[config.mk]
export PLATFORM = sky130hd
export DESIGN_NAME = alu_bist_sequencer
export DESIGN_NICKNAME = d
export VERILOG_FILES = /design/src/rtl/alu_bist_sequencer.sv
export SDC_FILE = /design/constraint.sdc
export NUM_CORES = 1
export LEC_CHECK = 0
export CORE_ASPECT_RATIO = 1.4
export CORE_MARGIN = 2
export CORE_UTILIZATION = 36
export DETAILED_ROUTE_END_ITERATION = 10
export GPL_TIMING_DRIVEN = 1
export PLACE_DENSITY = 0.78
export SYNTH_ARGS = -nofsm -noshare
export SYNTH_HDL_FRONTEND = slang
export SYNTH_SLANG_ARGS = --single-unit
[constraint.sdc]
create_clock -name clk -period 1.7 [get_ports clk]
set_input_delay 0.17 -clock clk [delete_from_list [all_inputs] [get_ports clk]]
set_output_delay 0.17 -clock clk [all_outputs]
set_load 0.01 [all_outputs]
[src/rtl/alu_bist_sequencer.sv]
// Purpose : BIST sequencer for the 8-bit ALU. It drives 40 fixed operand/opcode vectors,
//           captures the result and flags, and folds them into a 20-bit MISR signature.
// Latency : SETTLE_CYCLES+1 cycles per vector, so done rises 40*(SETTLE_CYCLES+1) edges after start.
// Backpres: none. start is sampled only in IDLE/DONE and ignored while a run is in progress.
// Ports   : clk/reset (sync, active-high) | start | A,B,S -> ALU | O + 4 flags <- ALU
//           busy, done, pass, signature, vector_index status outputs
module alu_bist_sequencer #(
  parameter int          SETTLE_CYCLES = 2,        // legal 1..15
  parameter logic [19:0] EXPECTED_SIG  = 20'h00000
) (
  input  logic        clk,
  input  logic        reset,
  input  logic        start,
  output logic [7:0]  A,
  output logic [7:0]  B,
  output logic [2:0]  S,
  input  logic [15:0] O,
  input  logic        zeroFlag,
  input  logic        carryFlag,
  input  logic        signFlag,
  input  logic        overflowFlag,
  output logic        busy,
  output logic        done,
  output logic        pass,
  output logic [19:0] signature,
  output logic [5:0]  vector_index
);

  typedef enum logic [1:0] {IDLE, DRIVE, CAPTURE, DONE} state_t;

  localparam logic [3:0] CNT_LAST = 4'(SETTLE_CYCLES - 1);
  localparam logic [5:0] IDX_LAST = 6'd39;

  state_t      state_q, state_d;
  logic [7:0]  a_q, a_d, b_q, b_d;
  logic [2:0]  s_q, s_d;
  logic [5:0]  idx_q, idx_d;
  logic [3:0]  cnt_q, cnt_d;
  logic [19:0] sig_q, sig_d;
  logic        busy_q, busy_d, done_q, done_d, pass_q, pass_d;
  logic [19:0] cap_dat, misr_next;
  logic [5:0]  idx_inc;

  // Operand pairs; the table index is pair*8 + opcode.
  function automatic logic [7:0] pair_a(input logic [2:0] p);
    case (p)
      3'd1:       pair_a = 8'd5;
      3'd2, 3'd3: pair_a = 8'd127;
      3'd4:       pair_a = 8'd255;
      default:    pair_a = 8'd0;
    endcase
  endfunction

  function automatic logic [7:0] pair_b(input logic [2:0] p);
    case (p)
      3'd1:    pair_b = 8'd7;
      3'd2:    pair_b = 8'd63;
      3'd3:    pair_b = 8'd200;
      3'd4:    pair_b = 8'd255;
      default: pair_b = 8'd0;
    endcase
  endfunction

  assign cap_dat   = {O, zeroFlag, carryFlag, signFlag, overflowFlag};
  // Shift with feedback taps 19 and 16, then fold the captured response in.
  assign misr_next = {sig_q[18:0], sig_q[19] ^ sig_q[16]} ^ cap_dat;
  assign idx_inc   = idx_q + 6'd1;

  always_comb begin
    state_d = state_q;
    a_d     = a_q;
    b_d     = b_q;
    s_d     = s_q;
    idx_d   = idx_q;
    cnt_d   = cnt_q;
    sig_d   = sig_q;
    busy_d  = busy_q;
    done_d  = done_q;
    pass_d  = pass_q;
    case (state_q)
      IDLE, DONE: begin
        if (start) begin
          state_d = DRIVE;
          idx_d   = 6'd0;
          cnt_d   = 4'd0;
          sig_d   = 20'h00000;
          busy_d  = 1'b1;
          done_d  = 1'b0;
          pass_d  = 1'b0;
          a_d     = pair_a(3'd0);
          b_d     = pair_b(3'd0);
          s_d     = 3'd0;
        end
      end
      DRIVE: begin
        cnt_d = cnt_q + 4'd1;
        if (cnt_q == CNT_LAST) state_d = CAPTURE;
      end
      CAPTURE: begin
        sig_d = misr_next;
        if (idx_q == IDX_LAST) begin
          state_d = DONE;
          busy_d  = 1'b0;
          done_d  = 1'b1;
          pass_d  = (misr_next == EXPECTED_SIG);
        end else begin
          state_d = DRIVE;
          idx_d   = idx_inc;
          cnt_d   = 4'd0;
          a_d     = pair_a(idx_inc[5:3]);
          b_d     = pair_b(idx_inc[5:3]);
          s_d     = idx_inc[2:0];
        end
      end
      default: state_d = IDLE;
    endcase
  end

  always_ff @(posedge clk) begin
    if (reset) begin
      state_q <= IDLE;
      a_q     <= 8'd0;
      b_q     <= 8'd0;
      s_q     <= 3'd0;
      idx_q   <= 6'd0;
      cnt_q   <= 4'd0;
      sig_q   <= 20'h00000;
      busy_q  <= 1'b0;
      done_q  <= 1'b0;
      pass_q  <= 1'b0;
    end else begin
      state_q <= state_d;
      a_q     <= a_d;
      b_q     <= b_d;
      s_q     <= s_d;
      idx_q   <= idx_d;
      cnt_q   <= cnt_d;
      sig_q   <= sig_d;
      busy_q  <= busy_d;
      done_q  <= done_d;
      pass_q  <= pass_d;
    end
  end

  assign A            = a_q;
  assign B            = b_q;
  assign S            = s_q;
  assign busy         = busy_q;
  assign done         = done_q;
  assign pass         = pass_q;
  assign signature    = sig_q;
  assign vector_index = idx_q;

endmodule

==> results.yml, run 1 <==
run_status:
  status: "finished, final reports clean"
pwr:
  p_per_area_nw_per_um2: 765
  cellLeakagePower_nw: 1.25
  peakVddDrop_mv: 0.475
final_layout:
  final_common_cell: "clkdlybuf4s50_1"
  regArea_um2: 847
  final_cell_mix: "70 x clkdlybuf4s50_1, 40 x nor2_1, 37 x dfxtp_1"
  final.fill_count: 602
  n_antenna_cell: 0
  syn2layout_area_growth_pct: 40.7
  drive_gt1_frac: 0.146
  fin_cells: 431
  final_nets: 385
  multi_input_area_um2: 1380
global_routing:
  grt_usage: 0.164
  grt_pass1_wl_um: 9600
  grt_max_degree: 29
  antenna_found_initial: 0
  grt_pass1_vias: 2105
  grt_overflow_total: 0
yosys:
  syn_nets: 316
  yosysUniqueCellTypes: 50
  synthCells: 287
  ys_seq_area_frac: 0.355
  synth_top_cell_by_area: "dfxtp_1"
  async_flop_share: 0
  ys.flop_type: "dfxtp_1"
  netlist_area_um2: 2370
  syn_area_per_cell_um2: 8.24
  synth_area_leaders: "dfxtp_1 36%, a22oi_1 7.3%, xor2_1 6.7%"
  synth_top_area_frac: 0.355
  yosys_warnings: 0
  synth_enable_flop_cells: 0
  ys_ff_latch: 42
timing:
  finClkSkew_ps: 10.1
  finalCritPeriodShare: 0.978
  hold_viol_final: 0
  fmax_mhz: 602
  drv_slew: 0
  setup_viol: 0
  tightest_slew_ps: 386
  finalWorstSetupSlack_ps: 38.2
  relSlewSlack: 0.740
  period_needed_ps: 1660
run:
  max_cap_violations: 0
setup_path:
  start_kind: "register"
  crit_chain: "buf_4 > clkdlybuf4s50_1"
  crit_fanout: 12
  crit_slowest_cell: "clkdlybuf4s50_1"
  endpoint_kind: "primary output"
  slowest_delay_ps: 550
  crit_type: "register to primary output"
  worstPathRequired_ps: 1530
  crit_arrival_ps: 1490
route:
  post_drt_wl_per_cell_um: 13.8
  drt_iter0_drc: 149
  drc: 0
  wirelength_um: 5960
  firstDrtPassIters: 5
  via_count: 2315
  drtAntennaViolNets: 0
  detail_route.vias_per_cell: 5.37
cts:
  clkSinkCount: 42
  clock_latency_ps: 300
  cts.clk_slew.worst_paths_ps: 90
  cts_max_path_buffers: 2
  numCtsBuffers: 5
  h-tree-depth: 2
  cts_tree: "yes"
  clock-root-buffer: "clkbuf_8"
  ctsHoldBuffers: 0
placed_design:
  place.detailed.hpwl_um: 4500
  numPortBuffers: 70
  dp_slack_ps: -52.5
  gp_congestion: 0.877
  place_inst: 422
die:
  num_rows: 35
  ioPinCount: 71
  die_h_um: 99.9
  start_util: 0.365
  die_w_um: 72.5
  coreArea_um2: 6480
  dieArea_um2: 7250
worst_hold_path:
  hold_path_class: "register to register"
-- power by group --
part,switching [mW],internal (mW)
registers,0.0392,1.03
logic,0.393,0.385
clock network,0.390,0.307
-- cells in the mapped netlist (2+ instances only) --
master	count
nor4_1	4
nand2_1	19
buf_2	6
buf_4	13
and3_1	2
xor2_1	18
dfxtp_1	42
a22oi_1	23
nand2b_1	3
ha_1	6
inv_1	7
a211oi_1	4
clkbuf_1	9
nor2b_1	2
o21ai_1	3
a21o_1	7
a31oi_1	5
o21ai_0	5
nor3_1	6
nand3_1	6
a21oi_1	22
or3_1	3
xnor2_1	4
nor2_1	41
and2_1	2
-- layout make-up --
cell class / instances / area share
Tap cell: 74 / 0.0278
Multi-Input combinational cell: 209 / 0.414
Inverter: 7 / 0.00789
Sequential cell: 42 / 0.255
Clock buffer: 5 / 0.0207
Timing Repair Buffer: 91 / 0.267
Clock inverter: 3 / 0.00865
-- worst max-delay path: cells and delay by family (launching register included) --
| family | cells | cell delay (ps) |
|---|---|---|
| DFF | 1 | 430 |
| buffers and inverters | 2 | 760 |
-- sequential cells by signal (all words and copies together) (netlist names) --
register	flops
signature	20
B	4
cnt_q	4
vector_index	4
A	3
S	2
state_q	2
busy	1
done	1
pass	1
-- kinds of logic after synthesis --
kind of cell             after synthesis  synth area share
AO/OA/AOI/OAI                         79             0.233
XOR/XNOR                              22            0.0814
adder cells (fa/ha/maj)                6            0.0317
buffers and inverters                 36            0.0809
flip-flops                            42             0.355
multiplexers                           2            0.0106
AND/OR/NAND/NOR                      100             0.207
-- metal layers --
metal,wire (um),vias up,global-route usage
met4,146,0,0.0670
met1,2390,1084,0.183
met2,3110,75,0.302
li1,-,1144,-
met3,311,12,0.0281
met5,0,-,0
-- through the flow --
| step | TNS, ps | hold slack, ps | instance area, um2 | power (mW) | util |
|---|---|---|---|---|---|
| 6_report | 0 | 470 | 3330 | 2.55 | 0.514 |
| 5_1_grt | -4.99 | 488 | 3330 | 2.68 | 0.514 |
| 4_1_cts | 0 | 474 | 3270 | 2.52 | 0.505 |
| 3_5_place_dp | -251 | 454 | 3170 | 1.82 | 0.489 |
| 3_3_place_gp | -19.8 | 448 | 3170 | 1.80 | 0.489 |
| 2_1_floorplan | 0 | 355 | 2380 | 1.53 | - |
-- final timing paths --
check | start | to | slack (ps) | cells after the start
worst max-delay path | vector_index[3] | vector_index[3] | 40 | 2
worst min-delay path | A[7] | A[7] | 470 | 2
worst max register to register | state_q[0] | B[5] | 40 | 7
worst min register to register | A[7] | A[7] | 470 | 2
-- what timing repair did --
action / CTS / global route
setup buffers: 0 / 1
cloned: 0 / 0
resized for setup: 1 / 12
pin swaps: 0 / 3
endpoints found under the hold margin: 0 / 0
setup endpoints to repair: 1 / 12
Note: power is estimated with default switching activity, not from simulation.
==> run 2, diff against run 1 <==
--- a/config.mk
+++ b/config.mk
@@ -7,2 +7,3 @@
 export LEC_CHECK = 0
+export ABC_AREA = 1
 export CORE_ASPECT_RATIO = 1.4
@@ -12,3 +13,3 @@
 export GPL_TIMING_DRIVEN = 1
-export PLACE_DENSITY = 0.78
+export PLACE_DENSITY = 0.79
 export SYNTH_ARGS = -nofsm -noshare
--- a/constraint.sdc
+++ b/constraint.sdc
@@ -3,2 +3,2 @@
 set_output_delay 0.17 -clock clk [all_outputs]
-set_load 0.01 [all_outputs]
+set_load 0.05 [all_outputs]
==> run 2 against run 1 <==
Against the previous run:
- power down 8.9%
- fmax rose by 0.20%
- largest cell class unchanged
- first-iteration DRC count increased by 6.7%
- sequential power about the same
- die area fell by 6.7%
- wire length fell by 13%
- hold slack about the same
- non-clock buffer count fell by 8
==> results.yml, run 2 <==
final_layout:
  final_cell_mix: "67 x nand2_1, 42 x clkdlybuf4s50_1, 38 x dfxtp_1"
  final.fill_count: 563
  largest_reg_flops: 20
  utilization: 0.518
  syn2layout_area_growth_pct: 38.9
  multi_input_area_um2: 1180
  regArea_um2: 846
  final_common_cell: "nand2_1"
  n_antenna_cell: 0
  drive_gt1_frac: 0.207
  final_nets: 391
yosys:
  netlist_area_um2: 2200
  synth_enable_flop_cells: 0
  ys_seq_area_frac: 0.382
  synth_top_area_frac: 0.382
  syn_nets: 323
  synth_common_cells: "69 x nand2_1, 42 x dfxtp_1, 27 x a21oi_1"
  syn_area_per_cell_um2: 7.49
  yosys_warnings: 0
  synth_area_leaders: "dfxtp_1 38%, nand2_1 12%, a21oi_1 6.1%"
  async_flop_share: 0
  ys.flop_type: "dfxtp_1"
  synth_top_cell_by_area: "dfxtp_1"
  synth.most_common_cell: "nand2_1"
  ys_ff_latch: 42
  synthCells: 294
  yosysUniqueCellTypes: 29
route:
  drc: 0
  wirelength_um: 5200
  drtAntennaViolNets: 0
  via_count: 2130
  detail_route.vias_per_cell: 4.93
  drt_iter0_drc: 159
  firstDrtPassIters: 4
  post_drt_wl_per_cell_um: 12.0
timing:
  period_needed_ps: 1660
  finClkSkew_ps: 5.37
  finalWorstSetupSlack_ps: 41.6
  fmax_mhz: 603
  relSlewSlack: 0.649
  tns_ps: 0
  tightest_slew_ps: 526
  hold_viol_final: 0
  finalCritPeriodShare: 0.976
  setup_viol: 0
  drv_slew: 0
placed_design:
  dp_slack_ps: 46.0
  gp_congestion: 0.875
  place.detailed.hpwl_um: 3960
  numPortBuffers: 70
die:
  die_h_um: 96.5
  num_rows: 33
  ioPinCount: 71
  coreArea_um2: 5900
  dieArea_um2: 6760
  start_util: 0.373
  die_w_um: 70.1
setup_path:
  rrSetupSlack_ps: 90
  slowest_delay_ps: 820
  r2r_cells: 11
  endpoint_kind: "primary output"
  crit_chain: "clkdlybuf4s50_1"
  cp.depth: 1
  crit_slowest_cell: "clkdlybuf4s50_1"
  worstPathRequired_ps: 1530
  r2r-start: "state_q[0]"
  worst_r2r_endpoint: "vector_index[4]"
  crit_fanout: 3
  crit_buf_inv: 1
  crit_arrival_ps: 1490
  start_kind: "register"
  path_delay_family: "buffers and inverters"
  crit_type: "register to primary output"
run:
  max_cap_violations: 0
global_routing:
  grt_max_degree: 24
  grt_overflow_total: 0
  grt_pass1_vias: 1940
  antenna_found_initial: 0
  grt_pass1_wl_um: 8470
  grt_usage: 0.154
worst_hold_path:
  min-delay-start: "A[7]"
  min_to: "A[7]"
  hold_path_class: "register to register"
  hold_depth: 2
pwr:
  peakVddDrop_mv: 0.358
  cellLeakagePower_nw: 1.31
  p_per_area_nw_per_um2: 759
  finalPower_mw: 2.32
cts:
  h-tree-depth: 2
  numCtsBuffers: 5
  clkSinkCount: 42
  cts.clk_slew.worst_paths_ps: 80
  cts_tree: "yes"
  ctsHoldBuffers: 0
  clock-root-buffer: "clkbuf_8"
  clock_latency_ps: 290
  cts_max_path_buffers: 2
run_status:
  status: "finished, final reports clean"
run 2: worst max-delay path by stage:
| stage | to | from | slack, ps |
|---|---|---|---|
| floorplan | cnt_q[3] | S[0] | 30 |
| CTS | signature[19] | signature[19] | 10 |
| global placement | vector_index[3] | state_q[0] | 120 |
| global route | B[6] | state_q[0] | -6 |
| finish | A[2] | A[2] | 40 |
| detailed placement | vector_index[4] | state_q[0] | 50 |
run 2: kinds of logic after synthesis:
group / Yosys count / share of synthesized area
simple gates: 125 / 0.244
flops: 42 / 0.382
fa+ha+maj: 6 / 0.0341
compound gates: 53 / 0.149
xor+xnor: 21 / 0.0836
buf+inv: 47 / 0.107
run 2: routing by layer:
metal | part of all wire | track usage | routed length [um] | up-vias
li1 | - | - | - | 1082
met1 | 0.40 | 0.178 | 2100 | 964
met2 | 0.51 | 0.276 | 2650 | 75
met3 | 0.067 | 0.0342 | 347 | 9
met4 | 0.020 | 0.0625 | 106 | 0
met5 | 0 | 0 | 0 | -
run 2: cell type report:
| type | instances | area share |
|---|---|---|
| clock inverter | 2 | 0.00327 |
| sequential | 42 | 0.277 |
| tap | 70 | 0.0286 |
| multi-input combinational | 205 | 0.387 |
| inverter | 25 | 0.0315 |
| timing repair buffer | 83 | 0.250 |
| clock buffer | 5 | 0.0225 |
run 2: metrics by stage:
stage,instances,hold WS (ps),instance area [um2]
final,432,469,3060
after global routing,432,487,3060
after CTS,431,472,2970
after detailed placement,424,460,2890
after global placement,424,454,2890
after floorplan,294,380,2200
run 2: timing repair:
| action | CTS | global route |
|---|---|---|
| gates resized for setup | 0 | 21 |
| setup buffers | 0 | 1 |
| endpoints found under the setup margin | 0 | 34 |
run 2: power breakdown:
part / total [mW] / leakage (nW) / switching, mW / internal (mW)
clock network: 0.602 / 0.0438 / 0.326 / 0.276
logic: 0.668 / 0.921 / 0.399 / 0.269
registers: 1.05 / 0.341 / 0.0287 / 1.02
==> run 3, diff against run 2 <==
Settings changed: CTS_CLUSTER_SIZE set to 25.
==> results of run 3 <==
Same layout as run 2: the final DEF is identical, and so are final timing and power.
